--- src/rtl/vga_pkg.sv ---
// vga_pkg: shared types and default timing for the 640x480@60 Hz raster.
//   coord_t                     - 10-bit pixel/line coordinate
//   H_*_DEF / V_*_DEF           - default porch/sync/visible widths
//   axis_total/h_total/v_total  - derive the per-axis period from its four segments
package vga_pkg;

   typedef logic [9:0] coord_t;

   localparam int H_VISIBLE_DEF = 640;
   localparam int H_FRONT_DEF   = 16;
   localparam int H_SYNC_DEF    = 96;
   localparam int H_BACK_DEF    = 48;
   localparam int V_VISIBLE_DEF = 480;
   localparam int V_FRONT_DEF   = 10;
   localparam int V_SYNC_DEF    = 2;
   localparam int V_BACK_DEF    = 33;

   localparam int COORD_LIMIT   = 1024;

   function automatic int axis_total(input int visible, input int front,
                                     input int sync, input int back);
      return visible + front + sync + back;
   endfunction

   function automatic int h_total(input int visible, input int front,
                                  input int sync, input int back);
      return axis_total(visible, front, sync, back);
   endfunction

   function automatic int v_total(input int visible, input int front,
                                  input int sync, input int back);
      return axis_total(visible, front, sync, back);
   endfunction

endpackage

--- src/rtl/vga_axis_counter.sv ---
// vga_axis_counter: one raster axis (horizontal or vertical).
//   vga_clk, reset_n (sync, active low), en (count enable)
//   count        - registered position (reset 0)
//   count_next   - position after this edge
//   wrap         - combinational, high at TOTAL-1 while enabled
//   visible_next - count_next lies in the visible segment
//   sync_n_next  - active-low sync decode of count_next
module vga_axis_counter
   import vga_pkg::*;
#(
   parameter int VISIBLE = H_VISIBLE_DEF,
   parameter int FRONT   = H_FRONT_DEF,
   parameter int SYNC    = H_SYNC_DEF,
   parameter int BACK    = H_BACK_DEF
) (
   input  logic       vga_clk,
   input  logic       reset_n,
   input  logic       en,
   output logic [9:0] count,
   output logic [9:0] count_next,
   output logic       wrap,
   output logic       visible_next,
   output logic       sync_n_next
);

   localparam int     TOTAL    = axis_total(VISIBLE, FRONT, SYNC, BACK);
   localparam coord_t LAST     = coord_t'(TOTAL - 1);
   localparam coord_t VIS_END  = coord_t'(VISIBLE);
   localparam coord_t SYNC_BEG = coord_t'(VISIBLE + FRONT);
   localparam coord_t SYNC_END = coord_t'(VISIBLE + FRONT + SYNC);

   coord_t count_q;
   coord_t count_d;
   logic   wrap_s;

   // next-count: wrap to zero at the end of the axis, otherwise step when enabled
   always_comb begin
      wrap_s = en && (count_q == LAST);
      if (wrap_s) begin
         count_d = 10'd0;
      end else if (en) begin
         count_d = count_q + 10'd1;
      end else begin
         count_d = count_q;
      end
   end

   // position register
   always_ff @(posedge vga_clk) begin
      if (!reset_n) begin
         count_q <= 10'd0;
      end else begin
         count_q <= count_d;
      end
   end

   assign count        = count_q;
   assign count_next   = count_d;
   assign wrap         = wrap_s;
   // decodes look at the next value so they register in step with count_q
   assign visible_next = (count_d < VIS_END);
   assign sync_n_next  = !((count_d >= SYNC_BEG) && (count_d < SYNC_END));

endmodule

--- src/rtl/vga_timing_gen.sv ---
// vga_timing_gen: 640x480@60 Hz raster timing on the 25 MHz pixel clock.
//   vga_clk     - pixel clock, all logic on posedge
//   reset_n     - synchronous active-low reset
//   DrawX/DrawY - current pixel coordinate
//   blank       - 1 while the pixel is visible
//   hs/vs       - active-low sync pulses
//   line_start  - pulse at DrawX==0; frame_start - pulse at (0,0)
// Build option: VGA_SYNC_ALIGN_EN delays hs/vs by one clock to line them up
// with renderers that register RGB one clock after DrawX/DrawY.
module vga_timing_gen
   import vga_pkg::*;
#(
   parameter int H_VISIBLE = H_VISIBLE_DEF,
   parameter int H_FRONT   = H_FRONT_DEF,
   parameter int H_SYNC    = H_SYNC_DEF,
   parameter int H_BACK    = H_BACK_DEF,
   parameter int V_VISIBLE = V_VISIBLE_DEF,
   parameter int V_FRONT   = V_FRONT_DEF,
   parameter int V_SYNC    = V_SYNC_DEF,
   parameter int V_BACK    = V_BACK_DEF
) (
   input  logic       vga_clk,
   input  logic       reset_n,
   output logic [9:0] DrawX,
   output logic [9:0] DrawY,
   output logic       blank,
   output logic       hs,
   output logic       vs,
   output logic       line_start,
   output logic       frame_start
);

   localparam int H_TOTAL = h_total(H_VISIBLE, H_FRONT, H_SYNC, H_BACK);
   localparam int V_TOTAL = v_total(V_VISIBLE, V_FRONT, V_SYNC, V_BACK);

   if ((H_TOTAL > COORD_LIMIT) || (V_TOTAL > COORD_LIMIT)) begin : g_total_check
      $error("vga_timing_gen: H_TOTAL and V_TOTAL must not exceed 1024");
   end

   logic [9:0] h_next;
   logic [9:0] v_next;
   logic       h_wrap;
   logic       v_wrap;
   logic       h_vis;
   logic       v_vis;
   logic       h_sync_n;
   logic       v_sync_n;

   logic blank_d, blank_q;
   logic hs_d, hs_q;
   logic vs_d, vs_q;
   logic line_start_d, line_start_q;
   logic frame_start_d, frame_start_q;

   // the counter registers double as the DrawX/DrawY output registers
   vga_axis_counter #(
      .VISIBLE(H_VISIBLE), .FRONT(H_FRONT), .SYNC(H_SYNC), .BACK(H_BACK)
   ) u_h (
      .vga_clk(vga_clk), .reset_n(reset_n), .en(1'b1),
      .count(DrawX), .count_next(h_next), .wrap(h_wrap),
      .visible_next(h_vis), .sync_n_next(h_sync_n)
   );

   vga_axis_counter #(
      .VISIBLE(V_VISIBLE), .FRONT(V_FRONT), .SYNC(V_SYNC), .BACK(V_BACK)
   ) u_v (
      .vga_clk(vga_clk), .reset_n(reset_n), .en(h_wrap),
      .count(DrawY), .count_next(v_next), .wrap(v_wrap),
      .visible_next(v_vis), .sync_n_next(v_sync_n)
   );

   // output decodes of the next pixel; vs is whole-line since v_next only moves on h wrap
   always_comb begin
      blank_d       = h_vis && v_vis;
      hs_d          = h_sync_n;
      vs_d          = v_sync_n;
      line_start_d  = (h_next == 10'd0);
      frame_start_d = (h_next == 10'd0) && (v_next == 10'd0);
   end

   // output registers
   always_ff @(posedge vga_clk) begin
      if (!reset_n) begin
         blank_q       <= 1'b0;
         hs_q          <= 1'b1;
         vs_q          <= 1'b1;
         line_start_q  <= 1'b0;
         frame_start_q <= 1'b0;
      end else begin
         blank_q       <= blank_d;
         hs_q          <= hs_d;
         vs_q          <= vs_d;
         line_start_q  <= line_start_d;
         frame_start_q <= frame_start_d;
      end
   end

   assign blank       = blank_q;
   assign line_start  = line_start_q;
   assign frame_start = frame_start_q;

`ifdef VGA_SYNC_ALIGN_EN
   logic hs_dly_d, hs_dly_q;
   logic vs_dly_d, vs_dly_q;

   // one extra stage on the syncs only
   always_comb begin
      hs_dly_d = hs_q;
      vs_dly_d = vs_q;
   end

   // sync delay registers, idle high
   always_ff @(posedge vga_clk) begin
      if (!reset_n) begin
         hs_dly_q <= 1'b1;
         vs_dly_q <= 1'b1;
      end else begin
         hs_dly_q <= hs_dly_d;
         vs_dly_q <= vs_dly_d;
      end
   end

   assign hs = hs_dly_q;
   assign vs = vs_dly_q;
`else
   assign hs = hs_q;
   assign vs = vs_q;
`endif

   // v wrap coincides with frame_start_d; nothing else needs it
   logic unused_v_wrap;
   assign unused_v_wrap = v_wrap;

endmodule

--- config.mk ---
export PLATFORM = sky130hd
export DESIGN_NAME = vga_timing_gen
export DESIGN_NICKNAME = d
export VERILOG_FILES = /design/src/rtl/vga_pkg.sv /design/src/rtl/vga_axis_counter.sv /design/src/rtl/vga_timing_gen.sv
export SDC_FILE = /design/constraint.sdc
export NUM_CORES = 1
export LEC_CHECK = 0
export CAP_MARGIN = 20
export CELL_PAD_IN_SITES_DETAIL_PLACEMENT = 1
export CELL_PAD_IN_SITES_GLOBAL_PLACEMENT = 1
export CORE_AREA = 4 4 66 68
export CTS_BUF_LIST = sky130_fd_sc_hd__clkbuf_8
export CTS_CLUSTER_DIAMETER = 40
export DETAILED_ROUTE_END_ITERATION = 6
export DIE_AREA = 0 0 70 72
export GPL_TIMING_DRIVEN = 0
export PLACE_DENSITY = 0.79
export SLEW_MARGIN = 20
export SYNTH_ARGS = -nofsm -noshare
export SYNTH_HDL_FRONTEND = slang
export SYNTH_SLANG_ARGS = --single-unit
--- constraint.sdc ---
create_clock -name vga_clk -period 2.5 [get_ports vga_clk]
set_input_delay 0.375 -clock vga_clk [delete_from_list [all_inputs] [get_ports vga_clk]]
set_output_delay 0.375 -clock vga_clk [all_outputs]
set_load 0.005 [all_outputs]
# Word level (Yosys, flattened, before mapping)
# Cells that the tools add are included.
# totals
register_bits	25
in_bits	2
wordCells	29
# classes
addsub	2
order_cmp	6
n_eq_ne	2
mux	3
reduce_logical	9
# op_table
cell	n
2-to-1 mux 10 bit	3
adder 10 x 1 -> 10 bit (second input constant)	2
== test 10 bit (second input constant)	2
zero test 10 bit	2
< comparator 10 bit (second input constant)	2
< comparator 10 x 9 -> 1 bit (second input constant)	2
greater-or-equal comparator 10 bit (second input constant)	1
greater-or-equal comparator 10 x 9 -> 1 bit (second input constant)	1
logical AND 1 bit	5
zero test 1 bit	2

# Longest topological paths before layout
# Gate-level depths: netlist of run 1.
# depth
ltp_word	6
mapped_depth	8
mapped_depth_nobuf	8

# Modules after synthesis
# From an unflattened synthesis of run 1, not the netlist that was laid out.
# unflattened
cells_unflattened	183
area_unflattened_um2	1602.8
# modules_own_cells
module	n_inst	cells_per_inst	area_each_um2	seq_area_each_um2
vga_axis_counter at u_v	1	86	718.2	200.2
vga_axis_counter at u_h	1	80	701.9	200.2
vga_timing_gen	1	17	182.7	100.1

# Worst setup path after synthesis of run 1
# Ideal clock, no wire load.
# synth_timing
path_type	register -> register
from	register u_h.count_q[0], in the netlist u_h.count[0]
to	register frame_start_q, in the netlist frame_start
setup_ns	0.087
arrival_ns	2.179
slack_ns	0.234
path_stages_with_launch	9
period_less_slack_ns	2.266
cell_sequence	dfxtp_1 ha_1 nand4_1 or3_4 buf_6 nor2_4 a21oi_1 or3b_1 nor4b_2
# synth_via
elab_chain_len	5
elab_cells_between_ends	9
# synth_rtl
element	line_no	text
start: declaration	vga_axis_counter.sv:32	coord_t count_q;
start signal: assignment	vga_axis_counter.sv:53	count_q <= count_d;
parallel branches: the longest is 4 deep, another holds adder 10 x 1 -> 10 bit	--	
logical AND 1 bit (*)	vga_timing_gen.sv:78	frame_start_d = (h_next == 10'd0) && (v_next == 10'd0);
end signal: assignment	vga_timing_gen.sv:94	frame_start_q <= frame_start_d;
end: declaration	vga_timing_gen.sv:53	logic frame_start_d, frame_start_q;
# Every way passes the cells marked *.
# A chain may end at the register's enable or synchronous reset.

# Worst setup path in the final report of run 1
# layout_timing
from	register u_h.count_q[7], in the netlist u_h.count[7]
to	register blank_q, in the netlist blank
# layout_via
elab_chain_len	5
elab_cells_between_ends	9
# layout_rtl
element	line_no	text
parallel branches: the longest is 4 deep, another holds adder 10 x 1 -> 10 bit	--	
logical AND 1 bit (*)	vga_timing_gen.sv:74	blank_d = h_vis && v_vis;
end signal: assignment	vga_timing_gen.sv:90	blank_q <= blank_d;
end: declaration	vga_timing_gen.sv:49	logic blank_d, blank_q;
# Marked as above.

==> reports/summary.txt, run 1 <==
Peak Freq -> 418 MHz
Sink Count -> 25
asr flop ratio synth -> 0%
# nets final -> 212
Storage cell area -> 503 um^2
TritonCTS buffer count -> 3
Seq/Total Area, Yosys -> 34.0%
worst-path maximum fanout -> 9
Final Hold Fails -> 0
Post-Route WL -> 4.10 mm
synth cell count leaders -> dfxtp_1 (25), nor2_1 (17), nand2_1 (14)
ANT nets after route -> 0
Avg Cell Area, Syn -> 8.31 um^2
Root Driver -> clkbuf_8
setup TNS -> 0 ps
hpwl dp -> 2.97 mm
antenna violations before repair -> 0
final instance area -> 1860 um^2
Required @ worst endpoint -> 2670 ps
crit path launch type -> register
synth unique cells -> 48
Max IR drop VDD -> 0.163 mV
# hold bufs at CTS -> 0
Final Instance Count excl. Fillers -> 256
synthesized area -> 1470 um^2
Relative slew margins -> 61.5%
wire length of the first global-routing pass -> 6.86 mm
worst hold slack -> 479 ps
CP Capture Type -> register
worst r2r src -> u_h.count[7]$_SDFF_PN0_
Top FF cell, synth -> dfxtp_1
Port Buffers -> 25
Final setup viols -> 0
CTS clk-pin slew, worst paths -> 90 ps
R2R setup slack -> 110 ps
Static Leak -> 0.622 nW
worst-skew pair later-pin latency -> 270 ps
Fillers -> 469
max-cap check violation count -> 0
starting density of the core -> 38.2%
DR vias -> 1,412
FF-to-FF End -> blank$_SDFF_PN0_
EDFF count, synth -> 0
H-tree levels -> 1
final max-slew violation count -> 0
routability-driven placement congestion ratio -> 0.854
initial drt markers -> 137
worst path arrival time -> 2560 ps
Tcrit/Tclk final -> 95.6%
die area -> 5040 um^2
IO Count -> 27
Final Skew -> 2.66 ps
DP Area -> 1780 um^2
status -> finished, final reports clean
crit path from -> u_h.count[7]$_SDFF_PN0_
ranking of synthesized cells by area -> dfxtp_1 (34%), xnor2_1 (6.0%), nor2_1 (4.3%)
Synth Warn # -> 0
Least-Margin Pin Slew -> 573 ps
core area -> 3860 um^2
Die X -> 70 um
Synth top area share -> 34.0%
#FFs+latches synth -> 25
GRT Total Usage -> 16.7%
largest net degree at the start of global routing -> 15
min-delay src -> u_h.count[0]$_SDFF_PN0_
multi-input logic area -> 893 um^2
Synth Instances -> 177
crit path to -> blank$_SDFF_PN0_
share of layout cells above drive strength 1 -> 11.7%
drt first pass iters -> 5
TritonCTS clock tree -> done
power density cells -> 367 nW/um^2
Area Growth Syn to Fin -> 26.4%
DR vias/cell -> 5.52
crit path kind -> reg -> reg
# DRC -> 0
Die Y -> 72 um
number of global-route vias before repair -> 1,514
routed len/inst -> 16.0 um
largest area contributor in the netlist -> dfxtp_1
clk buf depth -> 2
Synthesized Nets -> 182
placed insts -> 252
min-delay worst type -> reg -> reg
Overflow after GRT -> 0
ant diodes -> 0
crit path time final -> 2390 ps
Worst R2R Path Depth -> 7
count leader, synth -> dfxtp_1
standard-cell rows -> 23
final core occ -> 48.2%
## what timing repair did
action	4_1_cts	5_1_grt
pin swaps	1	1
gates cloned	0	0
buffers inserted	2	0
setup endpoints to repair	4	4
gates resized for setup	1	5
## where the power goes
part | total, mW | internal (mW) | switching, mW | leakage (nW)
clock network | 0.245 | 0.112 | 0.133 | 0.0255
registers | 0.408 | 0.404 | 0.00405 | 0.203
logic | 0.0295 | 0.0151 | 0.0144 | 0.393
## worst max-delay path, stage by stage (launching register included)
cell and delay, ps:
dfxtp_1 330, buf_6 130, or3b_4 430, or2_1 300
nor4_2 340, xnor2_1 270, nand4_1 230, and4b_1 250
## stage by stage
step / total power, mW / setup WS [ps]
global placement: 0.445 / -92.4
detailed placement: 0.446 / -172
floorplan: 0.430 / 234
global route: 0.720 / -17.0
CTS: 0.690 / 75.3
finish: 0.682 / 109
## registers in the layout, indices dropped and copies added, names as in the netlist
register / cells
blank: 1
frame_start: 1
hs: 1
line_start: 1
u_h.count: 10
u_v.count: 10
vs: 1
## worst min-delay path by stage
stage | to | slack (ps) | depth (start not counted)
6_report | u_h.count[0]$_SDFF_PN0_ | 480 | 1
5_1_grt | u_h.count[0]$_SDFF_PN0_ | 520 | 1
4_1_cts | u_h.count[0]$_SDFF_PN0_ | 500 | 1
3_5_place_dp | u_h.count[0]$_SDFF_PN0_ | 480 | 1
3_3_place_gp | u_h.count[0]$_SDFF_PN0_ | 460 | 1
2_1_floorplan | u_h.count[0]$_SDFF_PN0_ | 460 | 1
## per-layer routing
layer / wire [um] / GRT usage (%) / part of all wire (%)
met5: 0 / 0 / 0
met4: 122 / 7.66 / 3.0
met3: 155 / 2.91 / 3.8
met2: 2000 / 30.1 / 49
met1: 1820 / 19.3 / 44
## layout make-up
| class | instances | area share [%] |
|---|---|---|
| Multi-Input combinational cell | 133 | 48.0 |
| Sequential cell | 25 | 27.0 |
| Timing Repair Buffer | 27 | 14.3 |
| Buffer | 11 | 3.63 |
| Tap cell | 50 | 3.36 |
| Clock buffer | 3 | 2.22 |
| Inverter | 6 | 1.21 |
| Clock inverter | 1 | 0.269 |
## cell families after synthesis
| kind of cell | synth area share, % |
|---|---|
| muxes | 0.680 |
| xor gates and xnor gates | 8.93 |
| buffers and inverters | 6.63 |
| DFF | 34.0 |
| and+or+nand+nor | 34.4 |
| AOI/OAI and AO/OA | 12.8 |
| adders and majority gates | 2.55 |
## cells in the final DEF, fill, tap and decap left out, types with 4 or more instances in the layout
cell type | Yosys | routed
a21oi_1 | 6 | 6
and2_1 | 10 | 10
clkbuf_1 | 6 | 4
clkdlybuf4s50_1 | 0 | 25
dfxtp_1 | 25 | 23
inv_1 | 6 | 6
nand2_1 | 14 | 14
nand3_1 | 11 | 11
nor2_1 | 17 | 16
nor3_1 | 5 | 5
o21ai_0 | 5 | 5
xnor2_1 | 10 | 10
xor2_1 | 5 | 5
(Power assumes the default switching activity.)
==> run 2, diff against run 1 <==
ABC_AREA = 1   (was unset)
CORE_AREA = 4 4 67 69   (was 4 4 66 68)
DIE_AREA = 0 0 71 73   (was 0 0 70 72)
==> reports/summary.txt, run 2 <==
asr flop ratio synth -> 0% (unchanged)
drt first pass iters -> 4 (was 5)
die area -> 5180 um^2 (was 5040 um^2)
Max IR drop VDD -> 0.226 mV (was 0.163 mV)
synthesized area -> 1410 um^2 (was 1470 um^2)
standard-cell rows -> 23 (unchanged)
worst-skew pair later-pin latency -> 270 ps (about the same)
Final Power -> 0.672 mW (was 0.682 mW)
final max-slew violation count -> 0 (unchanged)
Crit path top cell by count -> nand2_1
mux share of post-synthesis cell area -> 0% (was 0.680%)
count leader, synth -> nand2_1 (was dfxtp_1)
crit path time final -> 2070 ps (was 2390 ps)
max-cap check violation count -> 0 (unchanged)
CTS clk-pin slew, worst paths -> 80 ps (was 90 ps)
DR vias/cell -> 4.89 (was 5.52)
number of global-route vias before repair -> 1,525 (was 1,514)
Comb pwr share -> 4.1% (was 4.3%)
Required @ worst endpoint -> 2640 ps (was 2670 ps)
Synth top area share -> 35.5% (was 34.0%)
setup TNS -> 0 ps (unchanged)
Avg Cell Area, Syn -> 6.29 um^2 (was 8.31 um^2)
Tcrit/Tclk final -> 82.7% (was 95.6%)
sequential power share -> 60.9% (was 59.8%)
crit path launch type -> register (unchanged)
CP cell instances -> ha_1 > nand2_2 > nor2_4 > nand2_1 > inv_1 > nand3_1 > nand2_1 > nand2_1 > nor4_1 (was buf_6 > or3b_4 > or2_1 > nor4_2 > xnor2_1 > nand4_1 > and4b_1)
RSZ-0062 raised after global routing -> false
TritonCTS buffer count -> 3 (unchanged)
routability-driven placement congestion ratio -> 0.822 (was 0.854)
#FFs+latches synth -> 25 (unchanged)
antenna violations before repair -> 0 (unchanged)
Root Driver -> clkbuf_8 (unchanged)
Final Instance Count excl. Fillers -> 304 (was 256)
Top FF cell, synth -> dfxtp_1 (unchanged)
sw frac -> 21.8% (was 22.3%)
status -> finished, final reports clean (unchanged)
EDFF count, synth -> 0 (unchanged)
postcts setup bufs -> 0 (was 2)
crit path kind -> reg -> reg (unchanged)
Die X -> 71 um (was 70 um)
largest family of logic cells by synthesized area -> simple AND/OR/NAND/NOR gates (unchanged)
Seq/Total Area, Yosys -> 35.5% (was 34.0%)
Int Power -> 0.526 mW (was 0.530 mW)
synth cell count leaders -> nand2_1 (61), nor2_1 (41), inv_1 (28) (was dfxtp_1 (25), nor2_1 (17), nand2_1 (14))
Compound-Gate Fraction of Synth Area -> 3.82% (was 12.8%)
critical path's largest stage delay -> 460 ps (was 430 ps)
Final Hold Fails -> 0 (unchanged)
# hold bufs at CTS -> 0 (unchanged)
ranking of synthesized cells by area -> dfxtp_1 (36%), nand2_1 (16%), nor2_1 (11%) (was dfxtp_1 (34%), xnor2_1 (6.0%), nor2_1 (4.3%))
clk buf depth -> 2 (unchanged)
ANT nets after route -> 0 (unchanged)
clock share of power -> 35.0% (was 35.9%)
DP Area -> 1730 um^2 (was 1780 um^2)
wire length of the first global-routing pass -> 6.77 mm (was 6.86 mm)
Static Leak -> 0.767 nW (was 0.622 nW)
largest net degree at the start of global routing -> 14 (was 15)
DR vias -> 1,487 (was 1,412)
Sw Pwr -> 0.146 mW (was 0.152 mW)
IO Count -> 27 (unchanged)
crit-path leading delay family -> simple AND/OR/NAND/NOR gates (unchanged)
power density cells -> 378 nW/um^2 (was 367 nW/um^2)
placed insts -> 300 (was 252)
share of layout cells above drive strength 1 -> 3.94% (was 11.7%)
most frequent cells in the layout -> nand2_1 (61), nor2_1 (41), inv_1 (29) (was clkdlybuf4s50_1 (25), dfxtp_1 (23), nor2_1 (16))
Least-Margin Pin Slew -> 503 ps (was 573 ps)
worst-path maximum fanout -> 7 (was 9)
final core occ -> 45.4% (was 48.2%)
Relative slew margins -> 66.4% (was 61.5%)
core area -> 3910 um^2 (was 3860 um^2)
Synth Warn # -> 0 (unchanged)
Sink Count -> 25 (unchanged)
H-tree levels -> 1 (unchanged)
Port Buffers -> 26 (was 25)
starting density of the core -> 36.0% (was 38.2%)
Area Growth Syn to Fin -> 26.1% (was 26.4%)
Peak Freq -> 484 MHz (was 418 MHz)
hpwl dp -> 3.10 mm (was 2.97 mm)
synth unique cells -> 28 (was 48)
Final setup viols -> 0 (unchanged)
Resized Gates After CTS -> 0 (was 1)
crit path buf inv count -> 1 (unchanged)
final instance area -> 1780 um^2 (was 1860 um^2)
Synth Instances -> 224 (was 177)
leading cell type in the layout, fill and taps excluded -> nand2_1 (was clkdlybuf4s50_1)
xor/xnor share of the synthesized area -> 1.87% (was 8.93%)
TritonCTS clock tree -> done (unchanged)
Synthesized Nets -> 229 (was 182)
CP Capture Type -> register (unchanged)
Post-Route WL -> 3.85 mm (was 4.10 mm)
Slowest-stage cell, CP -> dfxtp_1 (was or3b_4)
post-synthesis adder-cell area fraction -> 2.66% (was 2.55%)
worst path arrival time -> 2210 ps (was 2560 ps)
Die Y -> 73 um (was 72 um)
Post-Synth Simple-Gate Area -> 46.5% (was 34.4%)
Final Skew -> 6.95 ps (was 2.66 ps)
min-delay worst type -> reg -> reg (unchanged)
ant diodes -> 0 (unchanged)
Overflow after GRT -> 0 (unchanged)
routed len/inst -> 12.7 um (was 16.0 um)
largest area contributor in the netlist -> dfxtp_1 (unchanged)
GRT Total Usage -> 16.2% (was 16.7%)
# nets final -> 260 (was 212)
# DRC -> 0 (unchanged)
initial drt markers -> 38 (was 137)
run 2: cell types whose count changed in the layout (fill, tap and decap cells not counted), moves of 4 or more:
cell	delta
nand2_1	+47
nand3_1	+16
and2_1	-10
xnor2_1	-9
a21oi_1	-4
nand4_1	+4
nor2_1	+25
inv_1	+23
run 2: path summary, 6_finish.rpt:
path	end	slack (ps)	from	cells after the start
max	line_start$_SDFF_PN0_	430	u_h.count[0]$_SDFF_PN0_	9
min	u_h.count[2]$_SDFF_PN0_	570	u_h.count[2]$_SDFF_PN0_	1
max reg2reg	line_start$_SDFF_PN0_	430	u_h.count[0]$_SDFF_PN0_	9
min reg2reg	u_h.count[2]$_SDFF_PN0_	570	u_h.count[2]$_SDFF_PN0_	1
run 2: power by group through the flow:
stage               Sequential, mW  Clock [mW]  Combinational (mW)
detailed placement           0.419           0              0.0278
floorplan                    0.418           0              0.0115
finish                       0.410       0.235              0.0273
global placement             0.419           0              0.0275
CTS                          0.410       0.246              0.0281
global route                 0.412       0.261              0.0318
run 2: layout make-up:
cell class / count / area (um^2)
clock inverter: 1 / 3.75
fill: 556 / 2140
sequential: 25 / 500
clock buffer: 3 / 41.3
timing repair buffer: 26 / 260
inverter: 32 / 120
buffer: 2 / 15.0
multi-input combinational: 165 / 773
tap: 50 / 62.6
run 2: cells by family (layout without fill, tap and decap cells):
group                      Yosys count  in the layout
AOI/OAI and AO/OA                   10             10
xor gates and xnor gates             3              3
adders and majority gates            3              3
buffers and inverters               34             64
DFF                                 25             25
and+or+nand+nor                    149            149
run 2: routing by layer:
layer  vias to the layer above  GRT usage, %  part of all wire [%]
met3                         4          1.79                   2.2
met1                       693          20.2                    47
li1                        767             -                     -
met5                         -             0                     0
met4                         0          5.43                   1.0
met2                        23          29.0                    50
run 2: metrics by stage:
stage,worst slack [ps],hold slack [ps]
floorplan,829,468
global placement,466,542
detailed placement,455,554
CTS,393,576
global route,140,653
finish,433,570
